==> src/rtl/multu_seq_ctl_pkg.sv <==
// Shared definitions for the MULTU sequencer: decode codes, HiLo mux selects and FSM states.
package multu_seq_ctl_pkg;

   localparam logic [5:0] FunctMultu = 6'd25;
   localparam logic [5:0] FunctHi    = 6'd16;
   localparam logic [5:0] FunctLo    = 6'd18;

   localparam logic [1:0] AluOpMultu = 2'b11;

   localparam logic [1:0] HiLoSelHi  = 2'b01;
   localparam logic [1:0] HiLoSelLo  = 2'b10;

   typedef enum logic [1:0] {
      StIdle  = 2'd0,
      StLoad  = 2'd1,
      StRun   = 2'd2,
      StWrite = 2'd3
   } mul_state_e;

   function automatic logic is_multu(input logic [1:0] alu_op, input logic [5:0] funct);
      return (alu_op == AluOpMultu) || (funct == FunctMultu);
   endfunction

   function automatic logic is_hilo_rd(input logic [5:0] funct);
      return (funct == FunctHi) || (funct == FunctLo);
   endfunction

endpackage

==> src/rtl/multu_seq_ctl_cnt.sv <==
// Step counter for the shift-add sequence: clear has priority over enable.
module mul_step_cnt
   import multu_seq_ctl_pkg::*;
#(
   parameter int unsigned WIDTH = 32,
   parameter int unsigned CNT_W = 6
) (
   input  logic             clk,
   input  logic             rst,
   input  logic             clr,
   input  logic             en,
   output logic [CNT_W-1:0] cnt,
   output logic             term
);

   logic [CNT_W-1:0] cnt_q;

   always_ff @(posedge clk) begin
      if (rst || clr) begin
         cnt_q <= '0;
      end else if (en) begin
         cnt_q <= cnt_q + CNT_W'(1);
      end
   end

   assign cnt  = cnt_q;
   assign term = (cnt_q == CNT_W'(WIDTH - 1));

endmodule

==> src/rtl/multu_seq_ctl.sv <==
// Sequencer for the iterative shift-add MULTU datapath and HiLo write, with decode stall.
module multu_seq_ctl
   import multu_seq_ctl_pkg::*;
#(
   parameter int unsigned WIDTH = 32,
   parameter int unsigned CNT_W = 6
) (
   input  logic             clk,
   input  logic             rst,
   input  logic             start,
   input  logic             hilo_rd,
   input  logic             flush,
   input  logic             mplr_lsb,
   output logic             mul_load,
   output logic             mul_add,
   output logic             mul_shift,
   output logic             hilo_we,
   output logic             busy,
   output logic             done,
   output logic             stall,
   output logic [CNT_W-1:0] step
);

   mul_state_e state_q, state_d;
   logic       step_clr, step_en, step_term;

   mul_step_cnt #(
      .WIDTH (WIDTH),
      .CNT_W (CNT_W)
   ) u_step_cnt (
      .clk  (clk),
      .rst  (rst),
      .clr  (step_clr),
      .en   (step_en),
      .cnt  (step),
      .term (step_term)
   );

   always_ff @(posedge clk) begin
      if (rst) begin
         state_q <= StIdle;
      end else begin
         state_q <= state_d;
      end
   end

   always_comb begin
      state_d   = state_q;
      mul_load  = 1'b0;
      mul_add   = 1'b0;
      mul_shift = 1'b0;
      hilo_we   = 1'b0;
      done      = 1'b0;
      busy      = 1'b0;
      step_clr  = 1'b0;
      step_en   = 1'b0;
      unique case (state_q)
         StIdle: begin
            step_clr = 1'b1;
            if (start && !flush) begin
               state_d = StLoad;
            end
         end
         StLoad: begin
            mul_load = 1'b1;
            busy     = 1'b1;
            step_clr = 1'b1;
            state_d  = flush ? StIdle : StRun;
         end
         StRun: begin
            mul_shift = 1'b1;
            mul_add   = mplr_lsb;
            busy      = 1'b1;
            if (flush) begin
               step_clr = 1'b1;
               state_d  = StIdle;
            end else if (step_term) begin
               // Hold the last index through WRITE so step never reaches WIDTH.
               state_d  = StWrite;
            end else begin
               step_en  = 1'b1;
            end
         end
         StWrite: begin
            // The write is committed this cycle even if a flush arrives with it.
            hilo_we  = 1'b1;
            done     = 1'b1;
            busy     = 1'b1;
            step_clr = 1'b1;
            state_d  = (start && !flush) ? StLoad : StIdle;
         end
         default: begin
            state_d  = StIdle;
         end
      endcase
   end

   assign stall = busy & (hilo_rd | start);

endmodule

==> config.mk <==
export PLATFORM = sky130hd
export DESIGN_NAME = multu_seq_ctl
export DESIGN_NICKNAME = d
export VERILOG_FILES = /design/src/rtl/multu_seq_ctl_pkg.sv /design/src/rtl/multu_seq_ctl_cnt.sv /design/src/rtl/multu_seq_ctl.sv
export SDC_FILE = /design/constraint.sdc
export NUM_CORES = 1
export LEC_CHECK = 0
export ABC_CLOCK_PERIOD_IN_PS = 1700
export CORE_AREA = 5 5 42 44
export DETAILED_ROUTE_END_ITERATION = 8
export DIE_AREA = 0 0 47 49
export SYNTH_ARGS = -nofsm -noshare
export SYNTH_HDL_FRONTEND = slang
export SYNTH_SLANG_ARGS = --single-unit
==> constraint.sdc <==
create_clock -name clk -period 1.7 [get_ports clk]
set_input_delay 0.255 -clock clk [delete_from_list [all_inputs] [get_ports clk]]
set_output_delay 0.255 -clock clk [all_outputs]
set_load 0.02 [all_outputs]
==> key figures, run 1 <==
Status
  • Status: complete, no violations

Synth
  • Share of the synthesized area in the top cell type: approximately 38%
  • Syn Inst Count: between 40 and 50
  • Seq/Total Area, Yosys: 37.6%
  • Largest cells by area after synthesis: dfxtp_1 38%, and2_1 5.9%, nor4b_4 5.6%
  • Mean Syn Cell Area: 8.68 um^2
  • Synth warnings: 0
  • Syn nets: 56
  • Synth area leader: dfxtp_1
  • Syn Std Cell Area: 425 um^2
  • Register bit total from synthesis: 8
  • Synth unique cells: 24

Routing
  • Residual DRC: 0
  • Drt via density: 4.94
  • First-pass DRT Iterations: 1
  • Via count: 420
  • WL per Instance: approximately 11 um
  • Post-route ant nets: 0
  • Drt total wl: 946 um
  • DR iter-0 viols: 0

Global routing
  • Initial antenna violation count: 0
  • M2 GR Usage: 12.2%
  • Largest net degree at the start of global routing: 8
  • Grt ovf: 0
  • Number of global-route vias before repair: 378
  • Met1 Use GR: between 10 and 15%
  • Top Usage Layer GRT: met1
  • First-pass GRT wire length: 1570 um
  • Routing usage on met3: 4.80%
  • Global Route Usage Sum: slightly below 10%

Critical path
  • CP startpoint kind: flip-flop
  • Critical Path RT: between 1000 and 1500 ps
  • CP arrival: approximately 1400 ps
  • CP max FO: 5
  • CP Capture Type: output pin
  • Class of the most critical setup path: reg -> out

Final layout
  • Non-filler cells, final: 85
  • N_diodes: 0
  • Register area: 160 um^2
  • Layout cells sized above 1: 7.25%
  • Fillers: 147
  • Final nets: 78
  • Area Overhead vs Synth: 49.4%
  • Final Core Density: between 40% and 50%
  • Area taken by multi-input logic gates: between 200 and 300 um^2
  • Final instance area: ~640 um^2

Place
  • DP HPWL: 721 um
  • GPL Wtd Cong: 0.771
  • Port Buf Inserts: 18
  • Placed Instances: between 80 and 90
  • Placed Area: ~620 um^2

Hold path
  • Hold Path Class: reg -> reg

CTS
  • CTS hold repair buffers: 0
  • # Post-CTS Setup Buffers: 0
  • Cts bufs inserted: 3
  • Root Buffer: clkbuf_4
  • Clock sinks: 8
  • Clk buf depth: 2
  • H-tree Lvls: 1
  • Worst-Skew Late Latency: 250 ps
  • TritonCTS clock tree: yes
  • CTS clk-pin slew, worst paths: 50 ps

Die
  • Core Area: 0.00140 mm^2
  • Ports: 19
  • Row Count: 14
  • Die W: 47 um
  • Die Footprint: approximately 0.0023 mm^2
  • Starting Density: 30.4%
  • Chip height: about 49 um

Timing
  • Relative slew slack: around 74%
  • RSZ-0062 raised after global routing: no
  • Tcrit/Tclk final: 94.4%
  • Worst-Margin Slew: 395 ps
  • Final hold vios: 0
  • F_max: 0.623 GHz
  • Final Skew: 6.64 ps
  • Slew Limit Fails: 0
  • Tmin final: 1600 ps
  • Final-report setup violation count: 0

Power
  • PD cells: 583 mW/mm^2
  • Leakage: 0.296 nW
  • Worst IR drop on VDD: 0.000324 V

Flow run
  • Max-cap viol count: 0
[cell usage after synthesis (all sizes together)]
| cell type | count |
|---|---|
| and3 | 2 |
| ha | 1 |
| a31oi | 2 |
| nand3b | 1 |
| nand2b | 1 |
| nand3 | 2 |
| nor2 | 5 |
| and2b | 1 |
| nand2 | 4 |
| nor3 | 1 |
| dfxtp | 8 |
| inv | 1 |
| o21ai | 5 |
| a21boi | 2 |
| o21a | 1 |
| nand4 | 1 |
| nor4b | 1 |
| and2 | 4 |
| mux2i | 1 |
| a21o | 1 |
| nor2b | 1 |
| and3b | 2 |
| buf | 1 |
[per-layer routing]
metal	vias up	routed length, um
met5	-	0
li1	217	-
met4	0	12
met2	16	387
met3	4	88
met1	183	457
[kinds of logic (layout without fill, tap and decap cells)]
logic type	count (synthesis)	count (layout)	synth area share [%]
simple gates	26	26	38.5
compound gates	11	11	15.9
flops	8	8	37.6
buf+inv	2	22	2.65
fa+ha+maj	1	1	2.94
mux	1	1	2.35
[flip-flops by register name, indices dropped and copies added, names as in the netlist]
name / flops
state_q: 2
u_step_cnt.cnt: 6
[path summary, 6_finish.rpt]
path / slack (ps) / endpoint / from / cells after the start
max reg2reg: 380 / u_step_cnt.cnt[0] / u_step_cnt.cnt[0] / 4
min: 500 / u_step_cnt.cnt[1] / u_step_cnt.cnt[1] / 2
max: 100 / mul_add / state_q[0] / 3
min reg2reg: 500 / u_step_cnt.cnt[1] / u_step_cnt.cnt[1] / 2
[timing repair]
action	in CTS	in global routing
endpoints found under the setup margin	6	1
resized for setup	6	1
pin swaps	0	0
[area by class of cell]
cell class / instances / area share, %
Timing Repair Buffer: 18 / 27.6
Inverter: 1 / 0.591
Tap cell: 16 / 3.15
Multi-Input combinational cell: 39 / 40.0
Sequential cell: 8 / 25.2
Clock buffer: 3 / 3.54
[through the flow]
step	power (mW)	setup WS, ps	hold slack (ps)	setup TNS [ps]
after floorplan	0.210	354	411	0
after global placement	0.234	6.80	497	0
after detailed placement	0.234	-6.61	499	-6.61
after CTS	0.378	21.6	508	0
after global routing	0.399	23.8	534	0
final	0.371	95.6	502	0
[worst max-delay path: stages (launching register included)]
cell and delay, ps:
dfxtp_1 410, and2b_4 230, and2_1 140, dlygate4sd2_1 310
[placed cells by master (no fill, tap or decap), types with 2 or more instances in the layout]
cell and instances:
and2_1 4, nand2_1 4, clkbuf_4 3, dfxtp_1 8, and3_1 2, clkdlybuf4s50_1 11, o21ai_1 3, dlygate4sd2_1 6
a21boi_1 2, nand3_1 2, and3b_1 2, nor2_1 5, a31oi_1 2, o21ai_0 2
[where the power goes]
group	internal [mW]	switching [mW]	total [mW]
registers	0.189	0.00229	0.192
logic	0.0202	0.0155	0.0358
clock network	0.0806	0.0626	0.143
(Power assumes the default switching activity.)
==> run 2, diff against run 1 <==
==> constraint.sdc (replaced) <==
create_clock -name clk -period 1.7 [get_ports clk]
set_input_delay 0.51 -clock clk [delete_from_list [all_inputs] [get_ports clk]]
set_output_delay 0.51 -clock clk [all_outputs]
set_load 0.02 [all_outputs]
==> run 2 against run 1 <==
Compared with the run above: register-to-register slack worse by 40 ps; clock-buffer cell count stayed put; clock power is 3% higher; first-iteration DRC count is 4 higher; non-clock buffer count is 5 higher; sequential power hardly changed; combinational power is 3% higher; cell count is 5.9% higher; via count is 7.6% higher; worst setup slack worse by 44 ps; core utilization is 2.1 points higher; design area is 4.7% higher; critical path type unchanged; critical endpoint is now done; highest routed layer unchanged.
==> key figures, run 2 (synthesis gave the netlist of run 1 again) <==
Final layout
  • Register area: 160 um^2 (unchanged)
  • Final Core Density: 47.5% (was 45.4%)
  • N_diodes: 0 (unchanged)
  • Max FFs per register: 6 (unchanged)
  • Layout cells sized above 1: 20.3% (was 7.25%)
  • Final nets: 83 (was 78)
  • Final instance area: 666 um^2 (was 636 um^2)
  • Most frequent cells in the layout: 9 x dlygate4sd2_1, 8 x dfxtp_1, 6 x buf_4 (was 11 x clkdlybuf4s50_1, 8 x dfxtp_1, 6 x dlygate4sd2_1)
  • Commonest non-fill, non-tap cell in the layout: dlygate4sd2_1 (was clkdlybuf4s50_1)
  • Area taken by multi-input logic gates: 256 um^2 (was 254 um^2)
  • Fillers: 154 (was 147)
  • Area Overhead vs Synth: 56.5% (was 49.4%)

Timing
  • Final-report setup violation count: 0 (unchanged)
  • Final worst slack: 51.1 ps (was 95.6 ps)
  • Final hold slack: 510 ps (was 502 ps)
  • Slew Limit Fails: 0 (unchanged)
  • Worst-Margin Slew: 247 ps (was 395 ps)
  • Final Skew: 2.88 ps (was 6.64 ps)
  • Final hold vios: 0 (unchanged)
  • Tcrit/Tclk final: 97.0% (was 94.4%)
  • F_max: 0.606 GHz (was 0.623 GHz)
  • Tmin final: 1650 ps (was 1600 ps)
  • Final setup TNS: 0 ps (unchanged)
  • RSZ-0062 raised after global routing: yes (was no)
  • Relative slew slack: 83.6% (was 73.6%)

Routing
  • Residual DRC: 0 (unchanged)
  • WL per Instance: 11.5 um (was 11.1 um)
  • Post-route ant nets: 0 (unchanged)
  • Via count: 452 (was 420)
  • DR iter-0 viols: 4 (was 0)
  • Drt total wl: 1040 um (was 946 um)
  • Drt via density: 5.02 (was 4.94)
  • First-pass DRT Iterations: 4 (was 1)

Critical path
  • Slowest cell delay on critical path: 380 ps (was 410 ps)
  • CP max FO: 5 (unchanged)
  • R2R setup slack: 340 ps (was 380 ps)
  • CP arrival: 1140 ps (was 1350 ps)
  • Class of the most critical setup path: reg -> out (unchanged)
  • Worst path slowest cell: dfxtp_1 (unchanged)
  • Critical Path RT: 1190 ps (was 1440 ps)
  • Worst reg-to-reg path cell count: 4 (unchanged)
  • CP Capture Type: output pin (unchanged)
  • CP startpoint kind: flip-flop (unchanged)
  • R2R Path End: u_step_cnt.cnt[0] (unchanged)
  • Crit-path cells: and2_1 > dlygate4sd2_1 (was and2b_4 > and2_1 > dlygate4sd2_1)
  • R2r startpoint: u_step_cnt.cnt[0] (unchanged)

Power
  • Leakage: 0.365 nW (was 0.296 nW)
  • PD cells: 565 mW/mm^2 (was 583 mW/mm^2)
  • Worst IR drop on VDD: 0.000296 V (was 0.000324 V)

Die
  • Core Area: 0.00140 mm^2 (unchanged)
  • Starting Density: 30.4% (unchanged)
  • Die W: 47 um (unchanged)
  • Ports: 19 (unchanged)
  • Die Footprint: 0.00230 mm^2 (unchanged)
  • Chip height: 49 um (unchanged)
  • Row Count: 14 (unchanged)

Place
  • Dpl ws: -522 ps (was -6.61 ps)
  • Port Buf Inserts: 18 (unchanged)
  • DP HPWL: 783 um (was 721 um)
  • Placed Area: 656 um^2 (was 618 um^2)
  • GPL Wtd Cong: 0.770 (was 0.771)

CTS
  • Clk buf depth: 2 (unchanged)
  • CTS hold repair buffers: 0 (unchanged)
  • Clock sinks: 8 (unchanged)
  • CTS clk-pin slew, worst paths: 50 ps (about the same)
  • Root Buffer: clkbuf_4 (unchanged)
  • H-tree Lvls: 1 (unchanged)
  • Worst-Skew Late Latency: 250 ps (about the same)
  • # Post-CTS Setup Buffers: 0 (unchanged)
  • Cts bufs inserted: 3 (unchanged)
  • TritonCTS clock tree: yes (unchanged)

Status
  • Status: complete, no violations (unchanged)

Hold path
  • Min-delay src: u_step_cnt.cnt[1] (unchanged)
  • Hold endpoint: u_step_cnt.cnt[1] (unchanged)
  • Worst hold stages: 2 (unchanged)
  • Hold Path Class: reg -> reg (unchanged)

Flow run
  • Max-cap viol count: 0 (unchanged)

Global routing
  • First-pass GRT wire length: 1770 um (was 1570 um)
  • Global Route Usage Sum: 10.3% (was 9.68%)
  • Largest net degree at the start of global routing: 8 (unchanged)
  • Number of global-route vias before repair: 443 (was 378)
  • Grt ovf: 0 (unchanged)
  • Initial antenna violation count: 0 (unchanged)
## run 2: cell types whose count changed in the layout (fill, tap and decap cells not counted)
| cell | change |
|---|---|
| and2_4 | +1 |
| dlymetal6s2s_1 | +2 |
| and2_1 | -1 |
| clkdlybuf4s50_1 | -9 |
| clkbuf_2 | +2 |
| dlygate4sd2_1 | +3 |
| buf_6 | +1 |
| buf_4 | +6 |
## run 2: cell type report
cell class	count	share of cell area [%]
Inverter	1	0.564
Multi-Input combinational cell	39	38.5
Timing Repair Buffer	23	30.5
Sequential cell	8	24.1
Clock buffer	3	3.38
Tap cell	16	3.01
## run 2: where the power goes
part	internal, mW	switching [mW]
clock network	0.0810	0.0671
logic	0.0200	0.0167
registers	0.189	0.00175
## run 2: metal layers
| metal | vias to the layer above | track usage, % | part of all wire, % |
|---|---|---|---|
| met2 | 20 | 15.8 | 46 |
| met4 | 0 | 5.53 | 1.9 |
| met1 | 203 | 12.9 | 45 |
| met5 | - | 0 | 0 |
| met3 | 4 | 2.21 | 7.1 |
| li1 | 225 | - | - |
## run 2: worst max path at each step
| stage | end | slack, ps | depth (start not counted) | start |
|---|---|---|---|---|
| 6_report | done | 50 | 2 | state_q[1] |
| 5_1_grt | hilo_we | -30 | 2 | state_q[1] |
| 4_1_cts | stall | -70 | 4 | start |
| 3_5_place_dp | stall | -520 | 4 | start |
| 3_3_place_gp | stall | -500 | 4 | start |
| 2_1_floorplan | mul_add | 320 | 2 | state_q[0] |
## run 2: per-stage QoR
stage	cells	power [mW]
2_1_floorplan	49	0.210
3_3_place_gp	87	0.236
3_5_place_dp	87	0.237
4_1_cts	90	0.381
5_1_grt	90	0.395
6_report	90	0.376
## run 2: critical path, delay by kind of cell (launching register included)
family | cells | cell delay, ps
buf+inv | 1 | 340
flops | 1 | 380
simple gates | 1 | 170
## run 2: what timing repair did
item,CTS,global route
endpoints found under the setup margin,12,7
gates resized for setup,24,6
pin swaps,0,2
